--- config.mk ---
export PLATFORM = sky130hd
export DESIGN_NAME = switch_key_in
export DESIGN_NICKNAME = d
export VERILOG_FILES = /design/src/rtl/switch_key_in.sv
export SDC_FILE = /design/constraint.sdc
export NUM_CORES = 1
export LEC_CHECK = 0
export ABC_AREA = 1
export CORE_UTILIZATION = 30
export DETAILED_ROUTE_END_ITERATION = 10
export PLACE_DENSITY_LB_ADDON = 0.12
export SYNTH_ARGS = -nofsm -noshare
export SYNTH_HDL_FRONTEND = slang
export SYNTH_SLANG_ARGS = --single-unit
--- constraint.sdc ---
create_clock -name clk -period 3.7 [get_ports clk]
set_input_delay 0.37 -clock clk [delete_from_list [all_inputs] [get_ports clk]]
set_output_delay 0.37 -clock clk [all_outputs]
set_load 0.05 [all_outputs]
--- src/rtl/switch_key_in.sv ---
// rtl/switch_key_in.sv - debounced switch/key input registers with latched key press edges
// Optional SWITCH_KEY_IRQ_EN builds the MASK register and drives irq from EDGE & MASK.

module switch_key_in_debounce #(
  parameter int WIDTH  = 8,
  parameter int CYCLES = 4
) (
  input  logic             clk,
  input  logic             reset,
  input  logic [WIDTH-1:0] raw,
  output logic [WIDTH-1:0] stable,
  output logic [WIDTH-1:0] stable_nxt
);

  localparam int CW = (CYCLES > 1) ? $clog2(CYCLES) : 1;
  localparam logic [CW-1:0] CNT_LAST = CW'(CYCLES - 1);

  logic [WIDTH-1:0] s1;
  logic [WIDTH-1:0] sync;
  logic [WIDTH-1:0] sync_prev;
  logic [CW-1:0]    cnt;
  logic [CW-1:0]    cnt_nxt;

  // The whole group shares one counter: any bit moving restarts the count.
  always_comb begin
    stable_nxt = stable;
    cnt_nxt    = cnt;
    if (sync != sync_prev) begin
      cnt_nxt = '0;
    end else if (sync == stable) begin
      cnt_nxt = '0;
    end else if (cnt == CNT_LAST) begin
      stable_nxt = sync;
      cnt_nxt    = '0;
    end else begin
      cnt_nxt = cnt + 1'b1;
    end
  end

  always_ff @(posedge clk) begin
    if (reset) begin
      s1        <= '0;
      sync      <= '0;
      sync_prev <= '0;
      cnt       <= '0;
      stable    <= '0;
    end else begin
      s1        <= raw;
      sync      <= s1;
      sync_prev <= sync;
      cnt       <= cnt_nxt;
      stable    <= stable_nxt;
    end
  end

endmodule

module switch_key_in #(
  parameter int DEBOUNCE_CYCLES = 20000,
  parameter int KEY_ACTIVE_LOW  = 1
) (
  input  logic        clk,
  input  logic        reset,
  input  logic [1:0]  addr,
  input  logic        we,
  input  logic [3:0]  byteen,
  input  logic [31:0] wdata,
  output logic [31:0] rdata,
  input  logic [31:0] sw_in,
  input  logic [7:0]  key_in,
  output logic        irq
);

  localparam logic [1:0] ADDR_SW   = 2'd0;
  localparam logic [1:0] ADDR_KEY  = 2'd1;
  localparam logic [1:0] ADDR_EDGE = 2'd2;
  localparam logic [1:0] ADDR_MASK = 2'd3;

  logic [7:0]  key_raw;
  logic [31:0] sw_stable;
  logic [31:0] sw_stable_nxt;
  logic [7:0]  key_stable;
  logic [7:0]  key_stable_nxt;
  logic [7:0]  edge_q;
  logic [7:0]  edge_nxt;
  logic [7:0]  edge_clr;
  logic [7:0]  mask_val;
  logic        edge_wr;
  logic        unused_bits;

  assign key_raw = (KEY_ACTIVE_LOW != 0) ? ~key_in : key_in;

  switch_key_in_debounce #(
    .WIDTH  (32),
    .CYCLES (DEBOUNCE_CYCLES)
  ) u_sw_db (
    .clk        (clk),
    .reset      (reset),
    .raw        (sw_in),
    .stable     (sw_stable),
    .stable_nxt (sw_stable_nxt)
  );

  switch_key_in_debounce #(
    .WIDTH  (8),
    .CYCLES (DEBOUNCE_CYCLES)
  ) u_key_db (
    .clk        (clk),
    .reset      (reset),
    .raw        (key_raw),
    .stable     (key_stable),
    .stable_nxt (key_stable_nxt)
  );

  assign edge_wr  = we && (addr == ADDR_EDGE) && byteen[0];
  assign edge_clr = edge_wr ? wdata[7:0] : 8'h00;

  // The rising edge is taken from the next stable value so EDGE sets on the
  // same posedge KEY changes; the set term is OR-ed last so it beats W1C.
  always_comb begin
    edge_nxt = (edge_q & ~edge_clr) | (key_stable_nxt & ~key_stable);
  end

  always_ff @(posedge clk) begin
    if (reset) begin
      edge_q <= '0;
    end else begin
      edge_q <= edge_nxt;
    end
  end

`ifdef SWITCH_KEY_IRQ_EN
  logic [7:0] mask_q;

  always_ff @(posedge clk) begin
    if (reset) begin
      mask_q <= '0;
    end else if (we && (addr == ADDR_MASK) && byteen[0]) begin
      mask_q <= wdata[7:0];
    end
  end

  assign mask_val = mask_q;
  assign irq      = |(edge_q & mask_q);
`else
  assign mask_val = 8'h00;
  assign irq      = 1'b0;
`endif

  always_comb begin
    rdata = 32'h0;
    case (addr)
      ADDR_SW:   rdata = sw_stable;
      ADDR_KEY:  rdata = {24'h0, key_stable};
      ADDR_EDGE: rdata = {24'h0, edge_q};
      ADDR_MASK: rdata = {24'h0, mask_val};
      default:   rdata = 32'h0;
    endcase
  end

  assign unused_bits = ^{wdata[31:8], byteen[3:1], sw_stable_nxt};

endmodule

* Word-level counts from Yosys, hierarchy flattened *
Cells that the tools add are included.

word-level totals
  register bits = 198
  bits of input ports = 81
  output and inout port bits = 33
  logic and storage cells = 41

operators by class
  $add $sub $neg = 2
  eq/ne operators = 9
  multiplexer cells = 5
  bitwise operators = 8
  reduce and logical (&&, ||, !) cells = 6

operator list
  operator                                             count
  one-hot mux 32 bit (4 select lines)                  1
  equality test 32 bit                                 1
  2-to-1 mux 8 bit                                     4
  != test 32 bit                                       1
  adder 15 x 1 -> 15 bit, second input constant        2
  equality test 15 bit, second input constant          2
  NOT 8 bit                                            3
  bitwise AND 8 bit                                    2
  equality test 8 bit                                  1
  != test 8 bit                                        1
  bitwise OR 8 bit                                     1
  OR reduction 4 bit                                   2
  equality test 2 bit, second input constant           2
  AND reduction 3 bit                                  1
  equality test 2 x 1 -> 1 bit, second input constant  1
  logical AND 1 bit                                    2
  logical NOT 2 bit                                    1
  NOT 1 bit                                            2

* Longest topological paths before layout *
  word-level depth = 7
  depth in mapped cells = 13
  gate-level depth less buffers = 12

* Cells and area by module *
From an unflattened synthesis, not the netlist that was laid out.

unflattened totals
  cell total of the unflattened synthesis = 1,364
  area, all modules = 9,804.4 um^2

by module, submodules not included
  module                              times used  cells an instance  area each (um^2)  seq. area each (um^2)
  switch_key_in_debounce at u_sw_db   1           898                6,832.8           2,862.7
  switch_key_in_debounce at u_key_db  1           316                2,217.1           940.9
  switch_key_in                       1           150                754.5             160.2

* Least setup slack after synthesis *
Ideal clock, no wire load.

  kind = input port to output port
  start = input port addr[0]
  end = output port rdata[0]
  arrival time = 1.544 ns
  required time = 3.330 ns
  slack = 1.786 ns
  stages = 4
  buffers on the path = 1
  cell sequence = nor2_1 inv_1 clkbuf_1 o221ai_1

between the ends
  cells in the longest elaborated chain, start to end = 2
  elaborated cells between the ends (all ways) = 5
  those cells by class = 3 x eq/ne; 1 x mux; 1 x reduce/logical

RTL lines
  item                                         line  source
  start: declaration                           64    input logic [1:0] addr,
  equality test 2 bit (tied with other cells)  152   case (addr)
  one-hot mux 32 bit (4 select lines) *        152
  end: declaration                             68    output logic [31:0] rdata,

Mark *: on every way between the ends. The rest lies on a longest branch, timed or not.

* Worst setup path after layout *
  start = input port addr[1]
  end = output port rdata[18]

Same word-level chain as after synthesis.

==> run_results.csv <==
group,metric,value,unit
cts,cts-buffers-inserted,17,
cts,clk_latency,0.43,ns
cells_and_area,fin_nets,1327,
cts,cts_hold_buf,0,
synth,ys_ff_latch,198,
floorplan,num_rows,60,
synth,synth_edf_count,0,
global_routing,grt_pass1_wl,31000,um
flow_run,cap_viol_max_count,0,
routing,finalWirelength,18700,um
synth,ys_warn_count,0,
global_routing,grtUsageMet3,2.75,%
critical_path,crit_path_end_kind,"primary output",
critical_path,crit_chain,"clkdlybuf4s50_1 -> nor2_1 -> inv_1 -> buf_4 -> nor2_1 -> clkdlybuf4s50_1",
sta,finalSetupTns,0,ns
synth,synth_common_cells,"nand2_1, nor2_1, inv_1",
place,hpwlAfterDp,12700,um
cts,htreeDepth,4,
critical_path,worst_ep_arrival_time,2.52,ns
synth,synth_cells,1171,
cts,clockBufferDepth,2,
global_routing,overflow,0,
synth,synth_top_area_share,47.3,%
power_and_ir_drop,power.total,0.00425,W
floorplan,die_height,169,um
cts,clkTransAtPathRegs,0.08,ns
synth,synthMostInstantiatedCell,"nand2_1",
synth,avgSynthCellArea,7.16,sq um
status,status,"complete, no violations",
worst_hold_path,hold_path_class,"input port to flip-flop",
sta,fmax,0.346,GHz
sta,min_period,2.89,ns
cells_and_area,utilization,37.2,%
global_routing,grt_max_degree,51,
critical_path,max_stage_delay,0.71,ns
global_routing,antenna_found_initial,0,
synth,yosysSeqAreaShare,47.3,%
critical_path,worst-path-buf-inv,4,
cts,tritoncts,"yes",
power_and_ir_drop,ir_drop,0.257,mV
cts,cts-root-buf,"clkbuf_16",
cells_and_area,syn2layout_area_growth,20.5,%
routing,drt.antenna.violating_nets,0,
routing,wl_per_cell,11.5,um
cells_and_area,final_area,10100,sq um
synth,synth_top_cell_by_area,"dfxtp_1",
sta,clock_skew,0.0149,ns
cts,ctsResizeCount,0,
floorplan,die_w,169,um
global_routing,grt_use_met2,22.3,%
floorplan,coreArea,27200,sq um
routing,avgViaCountPerCell,4.06,
critical_path,crit_required,3.33,ns
place,numPortBuffers,85,
routing,drt_pre_antenna_iters,4,
cts,clock-sinks,198,
critical_path,crit_type,"input port to primary output",
cells_and_area,n_antenna_cell,0,
floorplan,die_area,28600,sq um
sta,final_hold_viol_count,0,
critical_path,startpoint_type,"input port",
critical_path,crit_path_top_delay_cell,"clkdlybuf4s50_1",
floorplan,ioPinCount,114,
global_routing,first_global_vias,6217,
sta,finalCritPeriodShare,78.2,%
synth,synth_cell_type_count,35,
critical_path,cp_top_family,"buffers and inverters",
critical_path,crit_fanout,20,
sta,setup-violations-final,0,
synth,ys_top_cells_by_area,"dfxtp_1, nand2_1, nor2_1, inv_1, xor2_1",
routing,drc_errors,0,
power_and_ir_drop,powerDensity,421,nW/um^2
routing,num_vias,6614,
cells_and_area,drive_gt1_share,6.92,%
global_routing,busiest_layer,"met2",
synth,async_reset_ff_share,0,%
routing,first_iter_violations,322,
floorplan,initial_utilization,30.9,%
sta,max-slew-margin-rel,49.5,%
synth,synth_nets,1254,
sta,rsz0062_at_grt,"no",
synth,synth_area,8390,sq um
power_and_ir_drop,leakagePower,4.30,nW
cts,post-cts-setup-buffers,0,
global_routing,grt_usage,13.8,%
synth,synth-main-ff-cell,"dfxtp_1",
sta,slew_violations,0,
sta,finalWorstSetupSlack,0.807,ns
place,placed_area,9560,sq um
sta,tightest_slew,0.756,ns
global_routing,use_met1,18.6,%
place,place_ws,0.773,ns
place,globalplace.congestion,0.751,
-- area by class of cell --
cell class	count	area, sq um
repair buffers	92	901
inverters	233	875
well taps	372	465
flip-flops and latches	198	3960
clock inverters	12	106
clock buffers	20	437
fillers	2923	17100
multi-input cells	702	3360
-- state kept, by name, indices dropped and copies added (netlist names) --
name	cells
u_key_db.sync_prev	8
u_key_db.stable	8
u_key_db.s1	8
u_sw_db.sync	32
edge_q	8
u_sw_db.sync_prev	32
u_key_db.sync	8
u_sw_db.s1	32
u_sw_db.cnt	15
u_sw_db.stable	32
u_key_db.cnt	15
-- cells in the final DEF, fill, tap and decap left out, drive strengths merged, types with 11 or more instances in the layout --
cell	count
nand4	46
nand3	22
a21oi	19
o21ai	11
nor3	11
dfxtp	198
clkbuf	20
inv	240
nand2	261
xor2	36
nor2	252
clkdlybuf4s50	84
xnor2	24
-- metal layers --
metal  up-vias  part of all wire, %
met2        75                   45
met1      2914                   50
met3        12                  3.2
li1       3613                    -
met5         -                    0
met4         0                 0.96
-- cells by family after synthesis --
logic type / share of synthesized area [%]
other: 0.0447
XOR/XNOR: 6.27
AO/OA/AOI/OAI: 3.13
adder cells (fa/ha/maj): 0.298
AND/OR/NAND/NOR: 30.2
flip-flops: 47.3
buffers and inverters: 12.8
-- final timing paths --
| path | from | cells past startpoint | slack, ns | to |
|---|---|---|---|---|
| worst max-delay path | addr[1] | 6 | 0.81 | rdata[18] |
| worst min-delay path | reset | 2 | 0.40 | u_key_db.s1[2] |
| worst max register to register | u_sw_db.sync[26] | 12 | 1.39 | u_sw_db.cnt[0] |
| worst min register to register | u_sw_db.s1[25] | 2 | 0.40 | u_sw_db.sync[25] |
-- where the power goes --
part,internal [W],switching [W],total (W)
combinational,0.000116,0.000163,0.000280
clock,0.000887,0.000871,0.00176
sequential,0.00218,0.0000298,0.00221
-- through the flow --
step                      hold slack (ns)  std cells
after floorplan                     0.388       1171
after global placement              0.390       1597
after detailed placement            0.392       1597
after CTS                           0.402       1629
after global routing                0.407       1629
final                               0.399       1629
Power figures use the tool's default switching activity.
